### src/rtl/bf_uart_pkg.sv
// Shared types and constants for the BF core UART transmit path.
package bf_uart_pkg;

  typedef enum logic [1:0] {
    IDLE,
    START,
    DATA,
    STOP
  } tx_state_t;

  localparam int UART_DATA_BITS = 8;
  localparam logic [7:0] ASCII_LF = 8'h0A;
  localparam logic [7:0] ASCII_CR = 8'h0D;

endpackage

### src/rtl/bf_uart_tx_fifo.sv
// Synchronous byte FIFO with a combinational head-of-queue output.
// Pointers wrap naturally because DEPTH is a power of two.
module bf_sync_fifo #(
  parameter int WIDTH = 8,
  parameter int DEPTH = 16
) (
  input  logic                     clk,
  input  logic                     resetn,
  input  logic                     push,
  input  logic                     pop,
  input  logic [WIDTH-1:0]         din,
  output logic [WIDTH-1:0]         dout,
  output logic [$clog2(DEPTH):0]   count,
  output logic                     full,
  output logic                     empty
);

  localparam int AW = $clog2(DEPTH);

  logic [WIDTH-1:0] r_mem [DEPTH];
  logic [AW-1:0]    r_wr_ptr;
  logic [AW-1:0]    r_rd_ptr;
  logic [AW:0]      r_count;
  logic             w_do_push;
  logic             w_do_pop;

  assign full      = (r_count == (AW+1)'(DEPTH));
  assign empty     = (r_count == '0);
  assign count     = r_count;
  assign dout      = r_mem[r_rd_ptr];
  assign w_do_push = push && !full;
  assign w_do_pop  = pop && !empty;

  // Storage has no reset so it can map onto plain memory resources.
  always_ff @(posedge clk) begin
    if (w_do_push) r_mem[r_wr_ptr] <= din;
  end

  always_ff @(posedge clk) begin
    if (!resetn) begin
      r_wr_ptr <= '0;
      r_rd_ptr <= '0;
      r_count  <= '0;
    end else begin
      if (w_do_push) r_wr_ptr <= r_wr_ptr + 1'b1;
      if (w_do_pop)  r_rd_ptr <= r_rd_ptr + 1'b1;
      case ({w_do_push, w_do_pop})
        2'b10:   r_count <= r_count + 1'b1;
        2'b01:   r_count <= r_count - 1'b1;
        default: r_count <= r_count;
      endcase
    end
  end

endmodule

### src/rtl/bf_uart_tx.sv
// 8N1 UART transmitter fed by a byte FIFO; back-to-back frames with no idle gap.
// Optional BF_TX_CRLF_EN: a queued LF is sent as CR followed by LF.
module bf_uart_tx
  import bf_uart_pkg::*;
#(
  parameter int CLKS_PER_BIT = 104,
  parameter int FIFO_DEPTH   = 16
) (
  input  logic                          CLK,
  input  logic                          resetn,
  input  logic [7:0]                    in_data,
  input  logic                          in_valid,
  output logic                          in_ready,
  output logic                          tx,
  output logic                          busy,
  output logic [$clog2(FIFO_DEPTH):0]   fifo_count
);

  localparam int TW = (CLKS_PER_BIT > 1) ? $clog2(CLKS_PER_BIT) : 1;
  localparam int BW = $clog2(UART_DATA_BITS);

  tx_state_t        r_state, w_state_next;
  logic [TW-1:0]    r_timer, w_timer_next;
  logic [BW-1:0]    r_bit_idx, w_bit_idx_next;
  logic [7:0]       r_shift, w_shift_next;
  logic             r_tx, w_tx_next;

  logic             w_push;
  logic             w_pop;
  logic [7:0]       w_head;
  logic [7:0]       w_load_byte;
  logic             w_full;
  logic             w_empty;
  logic             w_bit_end;

  assign in_ready  = resetn && !w_full;
  assign w_push    = in_valid && in_ready;
  assign w_bit_end = (r_timer == TW'(CLKS_PER_BIT - 1));
  assign tx        = r_tx;
  assign busy      = (r_state != IDLE) || (fifo_count != '0);

  bf_sync_fifo #(
    .WIDTH (8),
    .DEPTH (FIFO_DEPTH)
  ) u_fifo (
    .clk    (CLK),
    .resetn (resetn),
    .push   (w_push),
    .pop    (w_pop),
    .din    (in_data),
    .dout   (w_head),
    .count  (fifo_count),
    .full   (w_full),
    .empty  (w_empty)
  );

`ifdef BF_TX_CRLF_EN
  logic r_lf_pending, w_lf_pending_next;
  logic w_head_is_lf;

  assign w_head_is_lf = (w_head == ASCII_LF);
  assign w_load_byte  = w_head_is_lf ? ASCII_CR : w_head;

  always_ff @(posedge CLK) begin
    if (!resetn) r_lf_pending <= 1'b0;
    else         r_lf_pending <= w_lf_pending_next;
  end
`else
  assign w_load_byte = w_head;
`endif

  always_ff @(posedge CLK) begin
    if (!resetn) begin
      r_state   <= IDLE;
      r_timer   <= '0;
      r_bit_idx <= '0;
      r_shift   <= '0;
      r_tx      <= 1'b1;
    end else begin
      r_state   <= w_state_next;
      r_timer   <= w_timer_next;
      r_bit_idx <= w_bit_idx_next;
      r_shift   <= w_shift_next;
      r_tx      <= w_tx_next;
    end
  end

  always_comb begin
    w_state_next   = r_state;
    w_timer_next   = r_timer + 1'b1;
    w_bit_idx_next = r_bit_idx;
    w_shift_next   = r_shift;
    w_tx_next      = r_tx;
    w_pop          = 1'b0;
`ifdef BF_TX_CRLF_EN
    w_lf_pending_next = r_lf_pending;
`endif
    case (r_state)
      IDLE: begin
        w_timer_next = '0;
        w_tx_next    = 1'b1;
        if (!w_empty) begin
          w_pop        = 1'b1;
          w_shift_next = w_load_byte;
          w_tx_next    = 1'b0;
          w_state_next = START;
`ifdef BF_TX_CRLF_EN
          w_lf_pending_next = w_head_is_lf;
`endif
        end
      end
      START: begin
        if (w_bit_end) begin
          w_timer_next   = '0;
          w_bit_idx_next = '0;
          w_tx_next      = r_shift[0];
          w_shift_next   = r_shift >> 1;
          w_state_next   = DATA;
        end
      end
      DATA: begin
        if (w_bit_end) begin
          w_timer_next = '0;
          if (r_bit_idx == BW'(UART_DATA_BITS - 1)) begin
            w_tx_next    = 1'b1;
            w_state_next = STOP;
          end else begin
            w_tx_next      = r_shift[0];
            w_shift_next   = r_shift >> 1;
            w_bit_idx_next = r_bit_idx + 1'b1;
          end
        end
      end
      STOP: begin
        if (w_bit_end) begin
          w_timer_next = '0;
          w_state_next = IDLE;
          w_tx_next    = 1'b1;
`ifdef BF_TX_CRLF_EN
          // The deferred LF goes out before anything else is popped.
          if (r_lf_pending) begin
            w_lf_pending_next = 1'b0;
            w_shift_next      = ASCII_LF;
            w_tx_next         = 1'b0;
            w_state_next      = START;
          end else
`endif
          if (!w_empty) begin
            w_pop        = 1'b1;
            w_shift_next = w_load_byte;
            w_tx_next    = 1'b0;
            w_state_next = START;
`ifdef BF_TX_CRLF_EN
            w_lf_pending_next = w_head_is_lf;
`endif
          end
        end
      end
      default: begin
        w_state_next = IDLE;
        w_tx_next    = 1'b1;
      end
    endcase
  end

endmodule

### config.mk
export PLATFORM = sky130hd
export DESIGN_NAME = bf_uart_tx
export DESIGN_NICKNAME = d
export VERILOG_FILES = /design/src/rtl/bf_uart_pkg.sv /design/src/rtl/bf_uart_tx_fifo.sv /design/src/rtl/bf_uart_tx.sv
export SDC_FILE = /design/constraint.sdc
export NUM_CORES = 1
export LEC_CHECK = 0
export BUFFER_PORTS_ARGS = -buffer_cell sky130_fd_sc_hd__buf_2
export CORE_MARGIN = 4
export CORE_UTILIZATION = 25
export CTS_CLUSTER_DIAMETER = 50
export CTS_CLUSTER_SIZE = 12
export DETAILED_ROUTE_END_ITERATION = 16
export HOLD_SLACK_MARGIN = 0.08
export PLACE_DENSITY = 0.36
export SLEW_MARGIN = 20
export SYNTH_ARGS = -nofsm -noshare
export SYNTH_HDL_FRONTEND = slang
export SYNTH_SLANG_ARGS = --single-unit
### constraint.sdc
create_clock -name CLK -period 3.8 [get_ports CLK]
set_input_delay 0.38 -clock CLK [delete_from_list [all_inputs] [get_ports CLK]]
set_output_delay 0.38 -clock CLK [all_outputs]
set_load 0.05 [all_outputs]
==> reports/results.txt, run 1 <==
Type of element launching the critical path: a flop. The fraction of power spent switching nets came out at 33.78%. Buffers placed on the I/O ports in this run total 18. The worst supply voltage drop on vdd is 0.2026 mV, and the clock slew at the register clock pins of the worst setup and hold paths is 0.08 ns.

After synthesis, the most frequently instantiated cells are edfxtp_1 (128), mux4_2 (40), dfxtp_1 (38). The tightest hold path in the finished design has a slack of 0.3225 ns. Summing the areas of all and, or, nand and nor instances in the mapped netlist gives 8.841% of the synthesized area. The actual transition at the worst max-transition pin was 1.093 ns; the die boundary height was 175.1 um. Buffers inserted to repair hold after CTS numbered 0. The post-CTS resize count is 0, and the overflow left after global routing is 0. Summing all flip-flop and latch instances after layout gives 4606 sq um.

Setup repair after global routing left no endpoint under its margin. In the synthesized netlist the dominant register cell turns out to be edfxtp_1. By area the synthesized netlist is led by edfxtp_1 (55%), mux4_2 (13%), dfxtp_1 (11%). TritonCTS built the clock tree. The clock reaches the later pin of the worst-skew pair after 0.43 ns. In the final timing run, aggregate negative setup slack is 0 ns. Summed over all nets, the half-perimeter wirelength after detailed placement is 10.12 mm. The analysis attributes to cell leakage a power of 0.002628 uW. The xor/xnor cell area share of the yosys netlist came out at 1.758%.

Largest family of logic cells by synthesized area: multiplexers. Counting distinct cell types in the post-synthesis netlist gives 48. When the netlist entered floorplanning its net count stood at 463. STA puts the critical path data arrival time at 3.67 ns. Total of fill cells in the finished design: 2746. The row count was 60; the floorplan die area was 30640 sq um. The tools report the number of search-and-repair iterations in the first detailed-routing pass as 5. The worst hold path stage count came out at 1. Synthesis-to-layout area growth: 16.88%.

The initial antenna violation count was 0; the depth of the worst register-to-register path was 11. The run finished with clean final reports. Combinational logic is responsible for 28.4% of the overall power. After technology mapping, the gate count stands at 436. The total power of the final layout was 5440 uW; the area of the core region was 27180 sq um. The post-layout minimum cycle time is 3.358 ns.

In the routed design, unresolved DRC markers number 0. Yosys printed 0 warnings. The repair_antennas step left the layout with diodes totalling 0. The tools report the clock root buffer as clkbuf_16. The maximum root-to-sink buffer count came out at 2. The worst setup path is captured at a flop.

STA puts the critical path data required time at 4.12 ns. The switching component of the power was 1837 uW. The dominant cell type by area after synthesis is edfxtp_1. The total global-route track usage came out at 10.51%. Cells fill 30.00% of the core in the end. The worst hold path terminates at u_fifo.r_mem[11][5].

Pin placement for this block handled 19 I/O pins. Last weighted congestion value of the routability-driven placer: 0.7214. The TritonCTS sink count is 166. The number of synthesized flops with an enable pin is 128, and the number of antenna-violating nets in the routed design is 0. After synthesis, flip-flops and latches occupy 66.00% of the total area. Entering global routing, the biggest net connects 39 pins. For this configuration, the core starts out at a cell density of 25.67%. The kind of critical path is flop to flop. The proportion of layout cells with a drive suffix above 1 is 23.80%, and the final routed wirelength across all metal layers is 15.48 mm. The detailed router placed 3668 vias in this run. Counting flops and latches in the post-synthesis netlist gives 166. After detailed routing, the number of vias per cell comes to 4.310. After detailed routing, the average wire length per cell comes to 18.19 um.

The worst register-to-register path ends at u_fifo.count[4]. The share of synthesized area spent on multiplexers is 13.49%. The maximum clock frequency was 297.8 MHz. The number of failing hold endpoints at the final stage was 0. The mean cell area of the mapped netlist was 16.00 sq um. The worst register-to-register path begins at r_state[0]. The largest driver fanout on the critical path came out at 12. In the finished design, the share of the clock period the worst path needs comes to 88.37%. The multi-input combinational cells in the finished layout cover a total of 2222 sq um. The final worst clock skew is 0.01392 ns, and the global-route wire length before repair is 23.68 mm.

In this run the most critical hold path is launched from in_data[5]. The number of global-route vias before repair was 3829; the total setup buffers inserted after CTS was 0. After synthesis, the share of flip-flops with an asynchronous set or reset is 0%. The total power per unit cell area is 667.2 nW/um^2, and the adder and majority cell fraction of the synthesized area is 2.869%. The post-layout net count was 493; the relative max-transition margin was 26.87%.

Worst min-delay path class: input port to flop. The CTS buffer count was 17. The synthesized netlist devotes 4.896% of its cell area to compound gates. Measured along the x axis, the die boundary spans 175.1 um. Area share of the largest cell type after synthesis: 55.09%. The max capacitance violation total was 0; the sequential fraction of design power was 40.0%. Yosys instantiated no cell more often than edfxtp_1. The setup check on the worst reg-to-reg path leaves a slack of 0.44 ns. The logs give 0 for the number of pins exceeding their max-slew limit in the final report and 0 for the number of setup violations in the final report. For the clock group share of total power, the log shows 31.6%. CTS built an H-tree with a depth of 4. In this run, the number of DRC markers left after iteration 0 of detailed routing was 133.

The cell area that synthesis handed to floorplanning was 6977 sq um. The internal power of the cells totals 3603 uW.
## registers in the layout, indices dropped and copies added, names as in the netlist, named ones only
register / flops
u_fifo.r_wr_ptr: 4
tx: 1
u_fifo.r_rd_ptr: 4
r_timer: 7
u_fifo.r_mem: 128
u_fifo.count: 5
r_state: 2
r_shift: 8
r_bit_idx: 3
## through the flow
step | cell area, sq um | setup WS [ns] | instances
2_1_floorplan | 6977 | 0.6782 | 436
3_3_place_gp | 7553 | 0.5800 | 819
3_5_place_dp | 7553 | 0.4462 | 819
4_1_cts | 8154 | 0.4170 | 851
5_1_grt | 8154 | 0.1294 | 851
6_report | 8154 | 0.4419 | 851
## area by class of cell
cell class              instances  share of cell area, %
clock buffers                  17                  5.217
clock inverters                15                  2.148
inverters                       8                 0.3683
multi-input cells             238                  27.25
flip-flops and latches        166                  56.48
well taps                     372                  5.708
repair buffers                 35                  2.823
## worst max-delay path: stages, from the launching register on
cell and delay, ns:
dfxtp_1 0.37, inv_1 0.12, ha_1 0.46, nor2b_1 0.30, a32oi_4 0.20, nor2_1 0.27, ha_1 0.41, xor2_1 0.12
ha_1 0.24, a31o_2 0.26, o211a_1 0.22, o311a_1 0.28
## cells by family after synthesis
kind of cell             Yosys count
AND/OR/NAND/NOR                  115
flip-flops                       166
adder cells (fa/ha/maj)           16
buffers and inverters             32
AO/OA/AOI/OAI                     49
XOR/XNOR                          14
multiplexers                      44
## layout by cell type (no fill, tap or decap), types with 5 or more instances in the layout
| master | n |
|---|---|
| nand2b_1 | 6 |
| mux4_2 | 40 |
| clkbuf_16 | 17 |
| and2_1 | 12 |
| nand3_1 | 7 |
| xnor2_1 | 8 |
| a21oi_1 | 6 |
| dfxtp_1 | 37 |
| o21ai_0 | 15 |
| buf_2 | 18 |
| a31oi_1 | 7 |
| inv_1 | 8 |
| buf_4 | 16 |
| xor2_1 | 6 |
| nor3b_1 | 5 |
| nor2_1 | 24 |
| nor3_1 | 6 |
| nor2b_1 | 6 |
| edfxtp_1 | 128 |
| ha_1 | 16 |
| nand2_1 | 33 |
## power groups by stage
stage	Sequential (uW)	Clock (uW)	Combinational, uW
2_1_floorplan	2240	0	1170
3_3_place_gp	2220	0	1560
3_5_place_dp	2220	0	1570
4_1_cts	2180	1790	1570
5_1_grt	2200	1850	1720
6_report	2180	1720	1550
## per-layer routing
layer / global-route usage [%] / routed length [um] / vias to the layer above
met4: 3.633 / 175 / 0
li1: - / - / 1753
met2: 17.12 / 7435 / 40
met5: 0 / 0 / -
met3: 2.207 / 354 / 13
met1: 13.98 / 7517 / 1862
## worst max path at each step
stage          slack, ns  depth (start not counted)              end       startpoint
2_1_floorplan       0.68                         12  u_fifo.count[4]  u_fifo.count[1]
3_3_place_gp        0.58                         11  u_fifo.count[4]       r_state[0]
3_5_place_dp        0.45                         11  u_fifo.count[4]       r_state[0]
4_1_cts             0.42                         11  u_fifo.count[4]       r_state[0]
5_1_grt             0.13                         12  u_fifo.count[2]       r_state[1]
6_report            0.44                         11  u_fifo.count[4]       r_state[0]
Power figures use the tool's default switching activity.
==> run 2, diff against run 1 <==
- BUFFER_PORTS_ARGS: -buffer_cell sky130_fd_sc_hd__buf_2 -> default
- CELL_PAD_IN_SITES_DETAIL_PLACEMENT: default -> 1
- CELL_PAD_IN_SITES_GLOBAL_PLACEMENT: default -> 2
- DONT_BUFFER_PORTS: default -> 1
- PLACE_DENSITY: 0.36 -> 0.44
==> reports/results.txt, run 2 (same netlist as run 1, synthesis figures left out) <==
The run finished with clean final reports. Width of the chip: 175.1 um (unchanged). The total I/O pin count was 19 (unchanged); the half-perimeter wire length of the detailed placement result was 10.96 mm (+8.3%).

For the count of inserted antenna diode cells, the log shows 0 (unchanged). The proportion of layout cells with a drive suffix above 1 is 22.36% (-1.4 points). Setup repair after global routing left no endpoint under its margin. For the share of power burned in combinational logic, the log shows 28.1% (-0.3 points).

The post-placement cell count was 814 (-0.61%). STA classifies the critical path endpoint as a flop. Post-cts hold buffer count: 10 (+10).

The logs give 2866 (+4.4%) for the total of fill cells in the finished design and 0.7199 (-0.21%) for the last weighted congestion value of the routability-driven placer. Row count: 60 (unchanged). The post-layout minimum cycle time came out at 3.284 ns (-0.07456 ns).

TritonCTS built the clock tree. The worst supply voltage drop on vdd was 0.2967 mV (+46%); the clock slew at the register clock pins of the worst setup and hold paths was 0.07 ns (about the same). The post-CTS resize count was 0 (unchanged); the data arrival time of the critical path was 3.60 ns (-0.07 ns). The total power per unit cell area works out to 667.4 nW/um^2 (about the same). STA classifies the critical path startpoint as a flop. The initial antenna violation count is 0 (unchanged), and the final worst clock skew is 0.01430 ns (+0.0003804 ns). The number of buffers added on ports was 0 (-18); the total setup buffers inserted after CTS was 0 (unchanged).

Total power of the final layout: 5503 uW (+1.2%). The run gives 25.67% (unchanged) as the starting density of the core. The die boundary height was 175.1 um (unchanged). The number of pins exceeding their max-slew limit in the final report came out at 0 (unchanged). The logs give 0.1129 ns (-0.2096 ns) for the hold slack and 32.1% (+0.5 points) for the clock group share of total power. The via density per instance came out at 4.414 (+2.4%). The largest registers in the layout are u_fifo.r_mem: 128 flops, r_shift: 8 flops, r_timer: 7 flops.

Number of global-route vias before repair: 4148 (+8.3%). Number of failing hold endpoints at the final stage: 0 (unchanged). Maximum clock frequency: 304.5 MHz (+2.3%). The relative max-transition margin is 45.87% (+19 points), and the leakage power of the design is 0.002660 uW (+1.2%). The area of the core region was 27180 sq um (unchanged); the synthesis-to-layout area growth was 18.19%.

The detail-routed net length per standard cell works out to 20.18 um (+11%). Kind of critical path: flop to flop. For the floorplan die area, the log shows 30640 sq um (unchanged). The switching component of the power was 1805 uW (-1.8%); the total via count in the routed design was 3774 (+2.9%). The fraction of the cycle the final worst path needs is 86.41% (-2.0 points), and the setup TNS after final layout is 0 ns (unchanged). The largest net degree at the start of global routing came out at 30 (-23%). For the number of antenna-violating nets in the routed design, the log shows 0 (unchanged).

The insertion delay to the later sink of the worst-skew pair came out at 0.43 ns (about the same). The number of design rule violations left after detail routing is 0 (unchanged). The logs give 4 (-1) for the number of search-and-repair iterations in the first detailed-routing pass and 0 (unchanged) for the max capacitance violation total. For the maximum root-to-sink buffer count, the log shows 2 (unchanged). The flip-flop count of the largest register, all copies and words added is 128 (unchanged). The logs give 17.26 mm (+11%) for the final routed wirelength across all metal layers and 0 (unchanged) for the number of setup violations in the final report.

The CTS buffer count was 17 (unchanged); the final cell count without fillers was 855 (+0.47%). The leading cell type in the layout, fill and taps excluded was edfxtp_1. For the critical path data required time, the log shows 4.11 ns (about the same). The logs give 166 (unchanged) for the TritonCTS sink count and 2222 sq um (unchanged) for the footprint of the multi-input gates. The internal reg-to-reg setup slack is 0.52 ns (+0.07 ns). Worst min-delay path class: input port to flop.

The tools report the sequential fraction of design power as 39.8% (-0.2 points). Sequential cell area in the final layout: 4606 sq um (unchanged). Total global-route track usage: 11.68% (+1.2 points). The fraction of power spent switching nets was 32.80% (-0.98 points); the largest driver fanout on the critical path was 12 (unchanged).

The run gives 4 (unchanged) as the number of H-tree levels. The clock root buffer was clkbuf_16. Ranked by flip-flop count, first place goes to u_fifo.r_mem. The global-route wire length before repair is 26.50 mm (+12%), and the internal power summed over all cells is 3698 uW (+2.6%). Leaving out fill and tap cells, the most frequent cells in the layout are edfxtp_1 (128), mux4_2 (40), dfxtp_1 (37). For the post-layout net count, the log shows 498 (+1.0%).

Overflow left after global routing: 0 (unchanged). The actual transition at the worst max-transition pin works out to 0.8108 ns (-0.2821 ns). The number of DRC markers after the initial detailed-route iteration was 186 (+40%).
-- run 2: changes by cell type in the layout (fill, tap and decap cells not counted) --
cell,delta
bufinv_16,+2
clkinvlp_4,+1
buf_2,-18
buf_12,-1
inv_6,+1
inv_12,-1
clkinv_2,+1
clkinv_8,-3
dlygate4sd3_1,+10
inv_8,-1
buf_4,+14
clkinv_4,-1
-- run 2: power by group through the flow --
stage | combinational, uW | sequential (uW) | clock [uW]
after detailed placement | 1560 | 2240 | 0
final | 1540 | 2190 | 1770
after global routing | 1740 | 2210 | 1910
after floorplan | 1170 | 2240 | 0
after CTS | 1600 | 2190 | 1830
after global placement | 1560 | 2230 | 0
-- run 2: metrics by stage --
stage / worst slack, ns / utilization [%] / instance area, sq um
floorplan: 0.6782 / - / 6977
global placement: 0.5954 / 27.78 / 7548
detailed placement: 0.4858 / 27.78 / 7548
CTS: 0.4842 / 30.34 / 8245
global route: 0.2832 / 30.34 / 8245
finish: 0.5164 / 30.34 / 8245
-- run 2: cell type report --
type	count	share of cell area, %
Sequential cell	166	55.86
Tap cell	372	5.645
Inverter	8	0.3642
Clock inverter	14	2.079
Clock buffer	17	5.159
Multi-Input combinational cell	238	26.95
Timing Repair Buffer	40	3.945
-- run 2: worst paths after layout --
kind,from,cells past startpoint,end
hold / removal,resetn,2,u_fifo.count[2]
hold reg to reg,r_timer[0],1,r_timer[0]
setup / recovery,r_state[0],12,u_fifo.count[4]
setup reg to reg,r_state[0],12,u_fifo.count[4]
-- run 2: layer usage --
| metal | GRT usage [%] | up-vias | part of all wire, % |
|---|---|---|---|
| met2 | 19.71 | 39 | 50 |
| met3 | 2.466 | 13 | 2.4 |
| met5 | 0 | - | 0 |
| met1 | 15.35 | 1963 | 47 |
| met4 | 3.044 | 0 | 0.89 |
| li1 | - | 1759 | - |
-- run 2: critical path, cell delays in order, from the launching register on --
cell and delay [ns]:
dfxtp_1 0.37, inv_1 0.12, ha_1 0.30, buf_4 0.18, nor2b_1 0.25, a32oi_4 0.20, nor2_1 0.25, ha_1 0.40
xor2_1 0.12, ha_1 0.24, a31o_2 0.25, o211a_1 0.23, o311a_1 0.27
==> run 3, diff against run 2 <==
--- a/config.mk
+++ b/config.mk
@@ -8,5 +8,4 @@
 export CELL_PAD_IN_SITES_DETAIL_PLACEMENT = 1
 export CELL_PAD_IN_SITES_GLOBAL_PLACEMENT = 2
-export CORE_MARGIN = 4
 export CORE_UTILIZATION = 25
 export CTS_CLUSTER_DIAMETER = 50
==> constraint.sdc (replaced) <==
create_clock -name CLK -period 3.8 [get_ports CLK]
set_input_delay 0.38 -clock CLK [delete_from_list [all_inputs] [get_ports CLK]]
set_output_delay 0.38 -clock CLK [all_outputs]
set_load 0.02 [all_outputs]
==> reports/results.txt, run 3 (same netlist as run 1, synthesis figures left out) <==
The global-route wire length before repair was 24.96 mm (-5.8%). The largest registers in the layout are u_fifo.r_mem: 128 flops, r_shift: 8 flops, r_timer: 7 flops. Number of H-tree levels: 4 (unchanged).

The min-delay analysis places its worst path in the category input port to flop. Total via count in the routed design: 3684 (-2.4%). The tools report the cell area after placement as 7428 sq um (-1.6%). The run finished with clean final reports. The largest driver fanout on the critical path was 11 (-1); the flip-flop count of the largest register, all copies and words added was 128 (unchanged). The area growth from synthesis to layout is 16.16%. The run gives 798 (-2.0%) as the post-placement cell count. The post-CTS resize count is 0 (unchanged). The tools report the number of setup violations in the final report as 0 (unchanged). Actual transition at the worst max-transition pin: 0.9855 ns (+0.1747 ns). The clock slew at the register clock pins of the worst setup and hold paths was 0.08 ns (about the same). For the data arrival time of the critical path, the log shows 3.54 ns (-0.06 ns). The critical path goes through inv_1, ha_1, buf_4, inv_1, a32oi_4, nor2_1, ha_1, xor2_1, ha_1, a31o_2, o211a_1, o311a_1.

Total power of the final layout: 5332 uW (-3.1%). The delay contributed by the slowest stage of the critical path works out to 0.37 ns (-0.03 ns). The final cell count without fillers came out at 841 (-1.6%). The run gives 27180 sq um (unchanged) as the area of the core region.

The leakage power of the design is 0.002561 uW (-3.7%), and the combined buffer and inverter count along the critical path is 3 (+1). The run gives 0 (unchanged) as the initial antenna violation count. The total I/O pin count is 19 (unchanged), and the width of the chip is 169.1 um (-3.4%).

For the largest net degree at the start of global routing, the log shows 30 (unchanged). The last weighted congestion value of the routability-driven placer was 0.6751 (-6.2%); the floorplan die area was 28580 sq um (-6.7%). The fraction of the cycle the final worst path needs was 84.66% (-1.7 points). Broken down by cell family, the worst path's largest delay share belongs to compound AO/OA/AOI/OAI gates.

TritonCTS built the clock tree. The tools report the capturing element type of the critical path as a flop. The post-placement worst setup slack is 0.5890 ns (+0.1032 ns). Final worst slack: 0.5828 ns (+0.06640 ns). The leading cell type in the layout, fill and taps excluded was edfxtp_1.

The tools report the final routed wirelength across all metal layers as 15.99 mm (-7.3%). The via density per instance was 4.380 (-0.76%); the worst supply voltage drop on vdd was 0.2904 mV (-2.1%). Setup repair after global routing left no endpoint under its margin.

The overflow left after global routing came out at 0 (unchanged). Maximum root-to-sink buffer count: 2 (unchanged). The number of pins exceeding their max-slew limit in the final report came out at 0 (unchanged). The TritonCTS sink count was 166 (unchanged). In this design, the critical path's most frequently occurring cell is ha_1.

The run gives 17 (unchanged) as the CTS buffer count. In the layout the commonest cells are edfxtp_1 (128), mux4_2 (40), dfxtp_1 (37). The post-layout net count was 483 (-3.0%). The run gives 231 (+24%) as the number of DRC markers after the initial detailed-route iteration. The proportion of layout cells with a drive suffix above 1 works out to 19.40% (-3.0 points).

The detail-routed net length per standard cell is 19.01 um (-5.8%). The run gives 4.12 ns (about the same) as the critical path data required time. The run gives 0 (unchanged) as the number of failing hold endpoints at the final stage. STA classifies the critical path startpoint as a flop. The maximum clock frequency came out at 310.8 MHz (+2.1%). The run gives 10.65 mm (-2.9%) as the half-perimeter wire length of the detailed placement result.

The post-layout minimum cycle time came out at 3.217 ns (-0.06640 ns). The tools report the total global-route track usage as 12.06% (+0.38 points). Total power per unit cell area: 658.0 nW/um^2 (-1.4%). The number of antenna-violating nets in the routed design is 0 (unchanged).

In this run the clock root is driven by a clkbuf_16. The slowest stage of the critical path is the dfxtp_1 cell. Final worst clock skew: 0.01534 ns (+0.001038 ns). The insertion delay to the later sink of the worst-skew pair is 0.44 ns (about the same). The critical path in this run is classified as flop to flop. The relative max-transition margin is 34.06% (-12 points). The die boundary height was 169.1 um (-3.4%). The count of inserted antenna diode cells came out at 0 (unchanged). The logs give 25.67% (unchanged) for the starting density of the core and 0 ns (unchanged) for the setup TNS after final layout. The row count was 60 (unchanged); the number of search-and-repair iterations in the first detailed-routing pass was 4 (unchanged). The number of design rule violations left after detail routing was 0 (unchanged); the number of global-route vias before repair was 4098 (-1.2%). The number of buffers added on ports is 0 (unchanged), and the area of all placed cells without fillers is 8104 sq um (-1.7%).

Register name with the most flops: u_fifo.r_mem. For the max capacitance violation total, the log shows 0 (unchanged).
run 3: changes by cell type in the layout (fill, tap and decap cells not counted), sizes merged:
cell / before / now
buf: 30 / 14
bufinv: 2 / 0
inv: 14 / 16
clkinv: 5 / 6
dlygate4sd3: 10 / 11
run 3: repair_timing:
action / CTS / global route
hold endpoints to repair: 149 / 1
setup buffers: 0 / 0
hold buffers: 10 / 1
run 3: area by class of cell:
type / instances / area, sq um
Fill cell: 2845 / 19070
Sequential cell: 166 / 4606
Multi-Input combinational cell: 238 / 2222
Tap cell: 372 / 465.4
Clock buffer: 17 / 425.4
Timing Repair Buffer: 25 / 215.2
Clock inverter: 15 / 140.1
Inverter: 8 / 30.03
run 3: worst register-to-register path, cell delays in order (launching register included):
cell and delay, ns:
dfxtp_1 0.37, inv_1 0.12, ha_1 0.31, buf_4 0.18, inv_1 0.09, a32oi_4 0.33
nor2_1 0.14, ha_1 0.35, xor2_1 0.19, ha_1 0.26, a31o_2 0.27, o211a_1 0.23
o311a_1 0.28
run 3: worst paths after layout:
path	to	cells after the start	from	slack [ns]
hold / removal	r_shift[5]	2	resetn	0.10
setup reg to reg	u_fifo.count[4]	12	r_state[0]	0.58
setup / recovery	u_fifo.count[4]	12	r_state[0]	0.58
hold reg to reg	r_timer[0]	1	r_timer[0]	0.47
run 3: metrics by stage:
step	hold slack, ns	util [%]
floorplan	0.4302	-
finish	0.1012	29.82
CTS	0.08050	29.78
global placement	0.4458	27.33
global route	0.08139	29.82
detailed placement	0.4592	27.33
run 3: metal layers:
layer	global-route usage [%]	part of all wire, %
met5	0	0
met4	3.878	0.95
met3	2.899	2.3
met2	19.89	49
met1	15.58	48
run 3: where the power goes:
| part | leakage (uW) | internal (uW) | switching, uW | total, uW |
|---|---|---|---|---|
| logic | 0.000822 | 632 | 806 | 1440 |
| registers | 0.00146 | 2060 | 151 | 2210 |
| clock network | 0.000276 | 869 | 816 | 1680 |
